`config.mk`:
```
export PLATFORM = sky130hd
export DESIGN_NAME = ql_dsp_mac_seq
export DESIGN_NICKNAME = d
export VERILOG_FILES = /design/src/rtl/ql_dsp_mac_seq.sv
export SDC_FILE = /design/constraint.sdc
export NUM_CORES = 1
export LEC_CHECK = 0
export BUFFER_PORTS_ARGS = -buffer_cell sky130_fd_sc_hd__buf_2
export CORE_UTILIZATION = 45
export CTS_CLUSTER_DIAMETER = 50
export DETAILED_ROUTE_END_ITERATION = 6
export PLACE_DENSITY = 0.84
export SLEW_MARGIN = 10
export SYNTH_ARGS = -nofsm -noshare
export SYNTH_HDL_FRONTEND = slang
export SYNTH_SLANG_ARGS = --single-unit
```
`constraint.sdc`:
```
create_clock -name clock -period 3.8 [get_ports clock]
set_input_delay 0.19 -clock clock [delete_from_list [all_inputs] [get_ports clock]]
set_output_delay 0.19 -clock clock [all_outputs]
set_load 0.1 [all_outputs]
```
`src/rtl/ql_dsp_mac_seq.sv`:
```
// Sequencer driving one QL_DSP as a multiply-accumulate engine for dot-product jobs.
// Latency: last operand accept to res_valid is DSP_LAT+1 cycles; a zero-length job reaches OUT one cycle after its command.
// Backpressure: op_ready only in RUN and cmd_ready only in IDLE; the result is held until res_ready, and abort overrides every handshake.
module ql_dsp_mac_seq #(
    parameter int LEN_W   = 8,
    parameter int DSP_LAT = 1
) (
    input  logic             clock,
    input  logic             global_resetn,
    input  logic             cmd_valid,
    output logic             cmd_ready,
    input  logic [LEN_W-1:0] cmd_len,
    input  logic             cmd_unsigned_a,
    input  logic             cmd_unsigned_b,
    input  logic [5:0]       cmd_shift,
    input  logic             cmd_round,
    input  logic             cmd_sat,
    input  logic             cmd_sub,
    input  logic             op_valid,
    output logic             op_ready,
    input  logic [19:0]      op_a,
    input  logic [17:0]      op_b,
    output logic             res_valid,
    input  logic             res_ready,
    output logic [37:0]      res_data,
    input  logic             abort,
    output logic             busy,
    output logic             dsp_reset,
    output logic [19:0]      dsp_a,
    output logic [17:0]      dsp_b,
    output logic             dsp_load_acc,
    output logic [2:0]       dsp_feedback,
    output logic             dsp_unsigned_a,
    output logic             dsp_unsigned_b,
    output logic             dsp_round,
    output logic             dsp_saturate_enable,
    output logic             dsp_subtract,
    output logic [5:0]       dsp_shift_right,
    input  logic [37:0]      dsp_z
);

    typedef enum logic [1:0] {S_IDLE, S_RUN, S_DRAIN, S_OUT} state_t;

    state_t           state_q, state_d;
    logic [LEN_W-1:0] cnt_q, cnt_d;
    logic             first_q, first_d;
    logic [2:0]       drain_q, drain_d;
    logic [37:0]      res_q, res_d;
    logic [19:0]      a_q, a_d;
    logic [17:0]      b_q, b_d;
    logic             load_q, load_d;
    logic             rst_q, rst_d;
    logic             ua_q, ua_d, ub_q, ub_d, rnd_q, rnd_d, sat_q, sat_d, sub_q, sub_d;
    logic [5:0]       shift_q, shift_d;
    logic             abort_eff;

    assign abort_eff = abort && (state_q != S_IDLE);

    always_comb begin
        state_d = state_q;
        cnt_d   = cnt_q;
        first_d = first_q;
        drain_d = drain_q;
        res_d   = res_q;
        a_d     = '0;
        b_d     = '0;
        load_d  = 1'b0;
        rst_d   = 1'b0;
        ua_d    = ua_q;
        ub_d    = ub_q;
        rnd_d   = rnd_q;
        sat_d   = sat_q;
        sub_d   = sub_q;
        shift_d = shift_q;
        case (state_q)
            S_IDLE: begin
                if (cmd_valid) begin
                    ua_d    = cmd_unsigned_a;
                    ub_d    = cmd_unsigned_b;
                    rnd_d   = cmd_round;
                    sat_d   = cmd_sat;
                    sub_d   = cmd_sub;
                    shift_d = cmd_shift;
                    cnt_d   = cmd_len;
                    if (cmd_len == '0) begin
                        res_d   = '0;
                        state_d = S_OUT;
                    end else begin
                        first_d = 1'b1;
                        state_d = S_RUN;
                    end
                end
            end
            S_RUN: begin
                // Idle beats leave a=b=0, load_acc=0: the DSP adds zero.
                if (op_valid) begin
                    a_d     = op_a;
                    b_d     = op_b;
                    load_d  = first_q;
                    first_d = 1'b0;
                    cnt_d   = cnt_q - 1'b1;
                    if (cnt_q == LEN_W'(1)) begin
                        drain_d = 3'(DSP_LAT);
                        state_d = S_DRAIN;
                    end
                end
            end
            S_DRAIN: begin
                if (drain_q == 3'd0) begin
                    res_d   = dsp_z;
                    state_d = S_OUT;
                end else begin
                    drain_d = drain_q - 3'd1;
                end
            end
            S_OUT: begin
                if (res_ready) state_d = S_IDLE;
            end
            default: state_d = S_IDLE;
        endcase
        if (abort_eff) begin
            state_d = S_IDLE;
            first_d = 1'b0;
            a_d     = '0;
            b_d     = '0;
            load_d  = 1'b0;
            rst_d   = 1'b1;
        end
    end

    always_ff @(posedge clock or negedge global_resetn) begin
        if (!global_resetn) begin
            state_q <= S_IDLE;
            cnt_q   <= '0;
            first_q <= 1'b0;
            drain_q <= '0;
            res_q   <= '0;
            a_q     <= '0;
            b_q     <= '0;
            load_q  <= 1'b0;
            rst_q   <= 1'b1;
            ua_q    <= 1'b0;
            ub_q    <= 1'b0;
            rnd_q   <= 1'b0;
            sat_q   <= 1'b0;
            sub_q   <= 1'b0;
            shift_q <= '0;
        end else begin
            state_q <= state_d;
            cnt_q   <= cnt_d;
            first_q <= first_d;
            drain_q <= drain_d;
            res_q   <= res_d;
            a_q     <= a_d;
            b_q     <= b_d;
            load_q  <= load_d;
            rst_q   <= rst_d;
            ua_q    <= ua_d;
            ub_q    <= ub_d;
            rnd_q   <= rnd_d;
            sat_q   <= sat_d;
            sub_q   <= sub_d;
            shift_q <= shift_d;
        end
    end

    assign cmd_ready           = (state_q == S_IDLE);
    assign op_ready            = (state_q == S_RUN) && !abort;
    assign res_valid           = (state_q == S_OUT);
    assign res_data            = res_q;
    assign busy                = (state_q != S_IDLE);
    assign dsp_reset           = rst_q;
    assign dsp_a               = a_q;
    assign dsp_b               = b_q;
    assign dsp_load_acc        = load_q;
    assign dsp_feedback        = 3'b000;
    assign dsp_unsigned_a      = ua_q;
    assign dsp_unsigned_b      = ub_q;
    assign dsp_round           = rnd_q;
    assign dsp_saturate_enable = sat_q;
    assign dsp_subtract        = sub_q;
    assign dsp_shift_right     = shift_q;

endmodule

```
==> results.json <==
{
  "ant_nets": 0,
  "hold-worst-slack_ps": -24.9,
  "ys_async_sr_fraction_pct": 100,
  "yosysTopAreaCellShare_pct": 58.0,
  "clkPwrFrac_pct": 12.3,
  "ios": 197,
  "skew_ps": 18.8,
  "p_sw_mw": 3.00,
  "achievable-frequency_ghz": 0.397,
  "cp_max_fo": 14,
  "diodes": 0,
  "grt_pass1_vias": 3441,
  "r2r_slack_ps": 1290,
  "relSlewSlack_pct": 35.9,
  "start_kind": "flip-flop",
  "yosysUniqueCellTypes": 38,
  "gp_congestion": 0.931,
  "failed_checks": "negative hold slack",
  "path_class": "reg2out",
  "cts_max_path_buffers": 2,
  "path_clk_slew_ps": 100,
  "cts_htree_levels": 3,
  "die_h_um": 101,
  "fin_crit_sh_pct": 66.3,
  "tns_ps": 0,
  "vdd_ir_drop_max_mv": 0.417,
  "ff2ff_path_depth": 6,
  "grt_first_pass_wirelength_um": 15700,
  "synthCells": 389,
  "rr_startpoint": "state_q[1]",
  "syn_to_final_growth_pct": 28.1,
  "insertion_delay_ps": 360,
  "rows": 35,
  "io_buffer_count": 193,
  "coreArea_um2": 9370,
  "vias": 3424,
  "hold_violations": 27,
  "fillers": 797,
  "status": "complete, but fails checks",
  "synth.area.top_cells": "dfrtp_1, mux2i_1, and2_1, inv_1, nand2_1",
  "initial_core_util_pct": 47.0,
  "cts_tree": "done",
  "slew_violations": 0,
  "dieArea_um2": 10200,
  "netlist_area_um2": 4400,
  "seq_area_frac_synth_pct": 58.6,
  "post-route-min-period_ps": 2520,
  "switching_share_pct": 57.0,
  "setup_viol": 0,
  "synth_seq_cells": 103,
  "drive_gt1_share_pct": 40.1,
  "synth-main-ff-cell": "dfrtp_1",
  "hold_buffers": 0,
  "avgSynthCellArea_um2": 11.3,
  "design_area_um2": 5640,
  "pwr_density_cell_nw_per_um2": 935,
  "ys_warn_count": 0,
  "grt_max_degree": 77,
  "post_dp_cell_area_um2": 5450,
  "cts_sinks": 103,
  "wire_per_inst_um": 13.9,
  "cts-root-buf": "clkbuf_8",
  "rsz0062_at_grt": "no",
  "hold_class": "in2async",
  "required_ps": 3610,
  "nets": 689,
  "grt_usage_pct": 19.8,
  "power_leakage_nw": 2.97,
  "worstMarginPinSlew_ps": 961,
  "cp_data_arrival_time_ps": 2330,
  "cap_violations": 0,
  "synth_edf_count": 0,
  "r2r-end": "cnt_q[7]",
  "antenna_found_initial": 0,
  "cts_buffers": 9,
  "comb_power_share_pct": 58.2,
  "vias_per_cell": 4.80,
  "p_seq_share_pct": 29.4,
  "routed_wl_um": 9890,
  "firstDrtPassIters": 4,
  "final_core_util_pct": 60.1,
  "power.internal_mw": 2.27,
  "synth_most_common_cell": "dfrtp_1",
  "seq_area_um2": 2580,
  "synth_top_area_cell": "dfrtp_1",
  "drt_first_iter_violations": 185,
  "hpwlAfterDp_um": 7330,
  "cts_resized": 0,
  "overflow": 0,
  "critPathCaptureType": "output pin",
  "dieWidth_um": 101,
  "synth_commonest_cells": "dfrtp_1, inv_1, nand2_1",
  "multiInputGateArea_um2": 1530,
  "postCtsSetupBuffers": 0,
  "drc": 0
}
==> power by group through the flow <==
stage	clock [mW]	combinational [mW]	sequential (mW)
finish	0.651	3.07	1.55
global route	0.722	3.24	1.59
CTS	0.676	3.09	1.55
detailed placement	0	3.08	1.57
global placement	0	3.02	1.55
floorplan	0	1.05	3.09
==> kinds of logic (layout without fill, tap and decap cells) <==
kind of cell	count (synthesis)	after routing	synth area share (%)
other	1	3	0.0852
multiplexers	49	49	11.5
AND/OR/NAND/NOR	122	122	14.3
buffers and inverters	68	261	7.16
flip-flops	103	103	58.6
adder cells (fa/ha/maj)	9	9	2.56
AO/OA/AOI/OAI	37	37	5.88
==> metal layers <==
metal  part of all wire (%)  up-vias  global-route usage [%]
met3                    9.5       20                    6.80
met4                    1.6        0                    6.13
met1                     39     1614                    21.7
met5                      0        -                       0
li1                       -     1618                       -
met2                     50      172                    35.9
==> worst max-delay path by stage <==
stage	startpoint	end	slack, ps	depth (start not counted)
2_1_floorplan	state_q[1]	state_q[1]	760	8
3_5_place_dp	state_q[1]	cnt_q[7]	1360	6
4_1_cts	state_q[1]	op_ready	1310	5
5_1_grt	state_q[1]	cnt_q[5]	1120	7
6_report	state_q[1]	op_ready	1280	5
3_3_place_gp	state_q[1]	cnt_q[7]	1490	6
==> state kept, by name (all words and copies together) (netlist names), 2 cells and up <==
| name | cells |
|---|---|
| dsp_b | 18 |
| cnt_q | 8 |
| dsp_a | 20 |
| state_q | 2 |
| drain_q | 3 |
| dsp_shift_right | 6 |
| res_data | 38 |
==> final cells by class <==
| type | instances | share of cell area [%] |
|---|---|---|
| clock inverter | 6 | 0.932 |
| timing repair buffer | 197 | 17.7 |
| multi-input combinational | 220 | 27.1 |
| tap | 129 | 2.86 |
| sequential | 103 | 45.7 |
| clock buffer | 10 | 2.44 |
| inverter | 48 | 3.20 |
==> critical path, cell delays in order, from the launching register on <==
cell	delay, ps
dfrtp_1	420
inv_1	150
ha_1	530
inv_1	290
nor2_1	150
buf_2	440
==> cell usage in the layout (no fill, tap or decap), drive strengths merged, types with 4 or more instances in the layout <==
master  instances
buf           197
dfrtp         102
inv            50
nand2          44
and2           41
mux2i          38
nor2           12
mux2           11
a21oi          11
clkbuf         10
nand3           9
o21ai           9
ha              9
o22ai           5
nor3            5
clkinv          4
==> per-stage QoR <==
| step | cells | worst slack [ps] | hold slack (ps) | power, mW |
|---|---|---|---|---|
| CTS | 713 | 1310 | 5.96 | 5.31 |
| finish | 713 | 1280 | -24.9 | 5.27 |
| global route | 713 | 1120 | 12.5 | 5.55 |
| global placement | 697 | 1490 | 386 | 4.57 |
| detailed placement | 697 | 1360 | 398 | 4.65 |
| floorplan | 391 | 764 | -106 | 4.14 |
No activity file was read; power rests on OpenSTA's default activity.
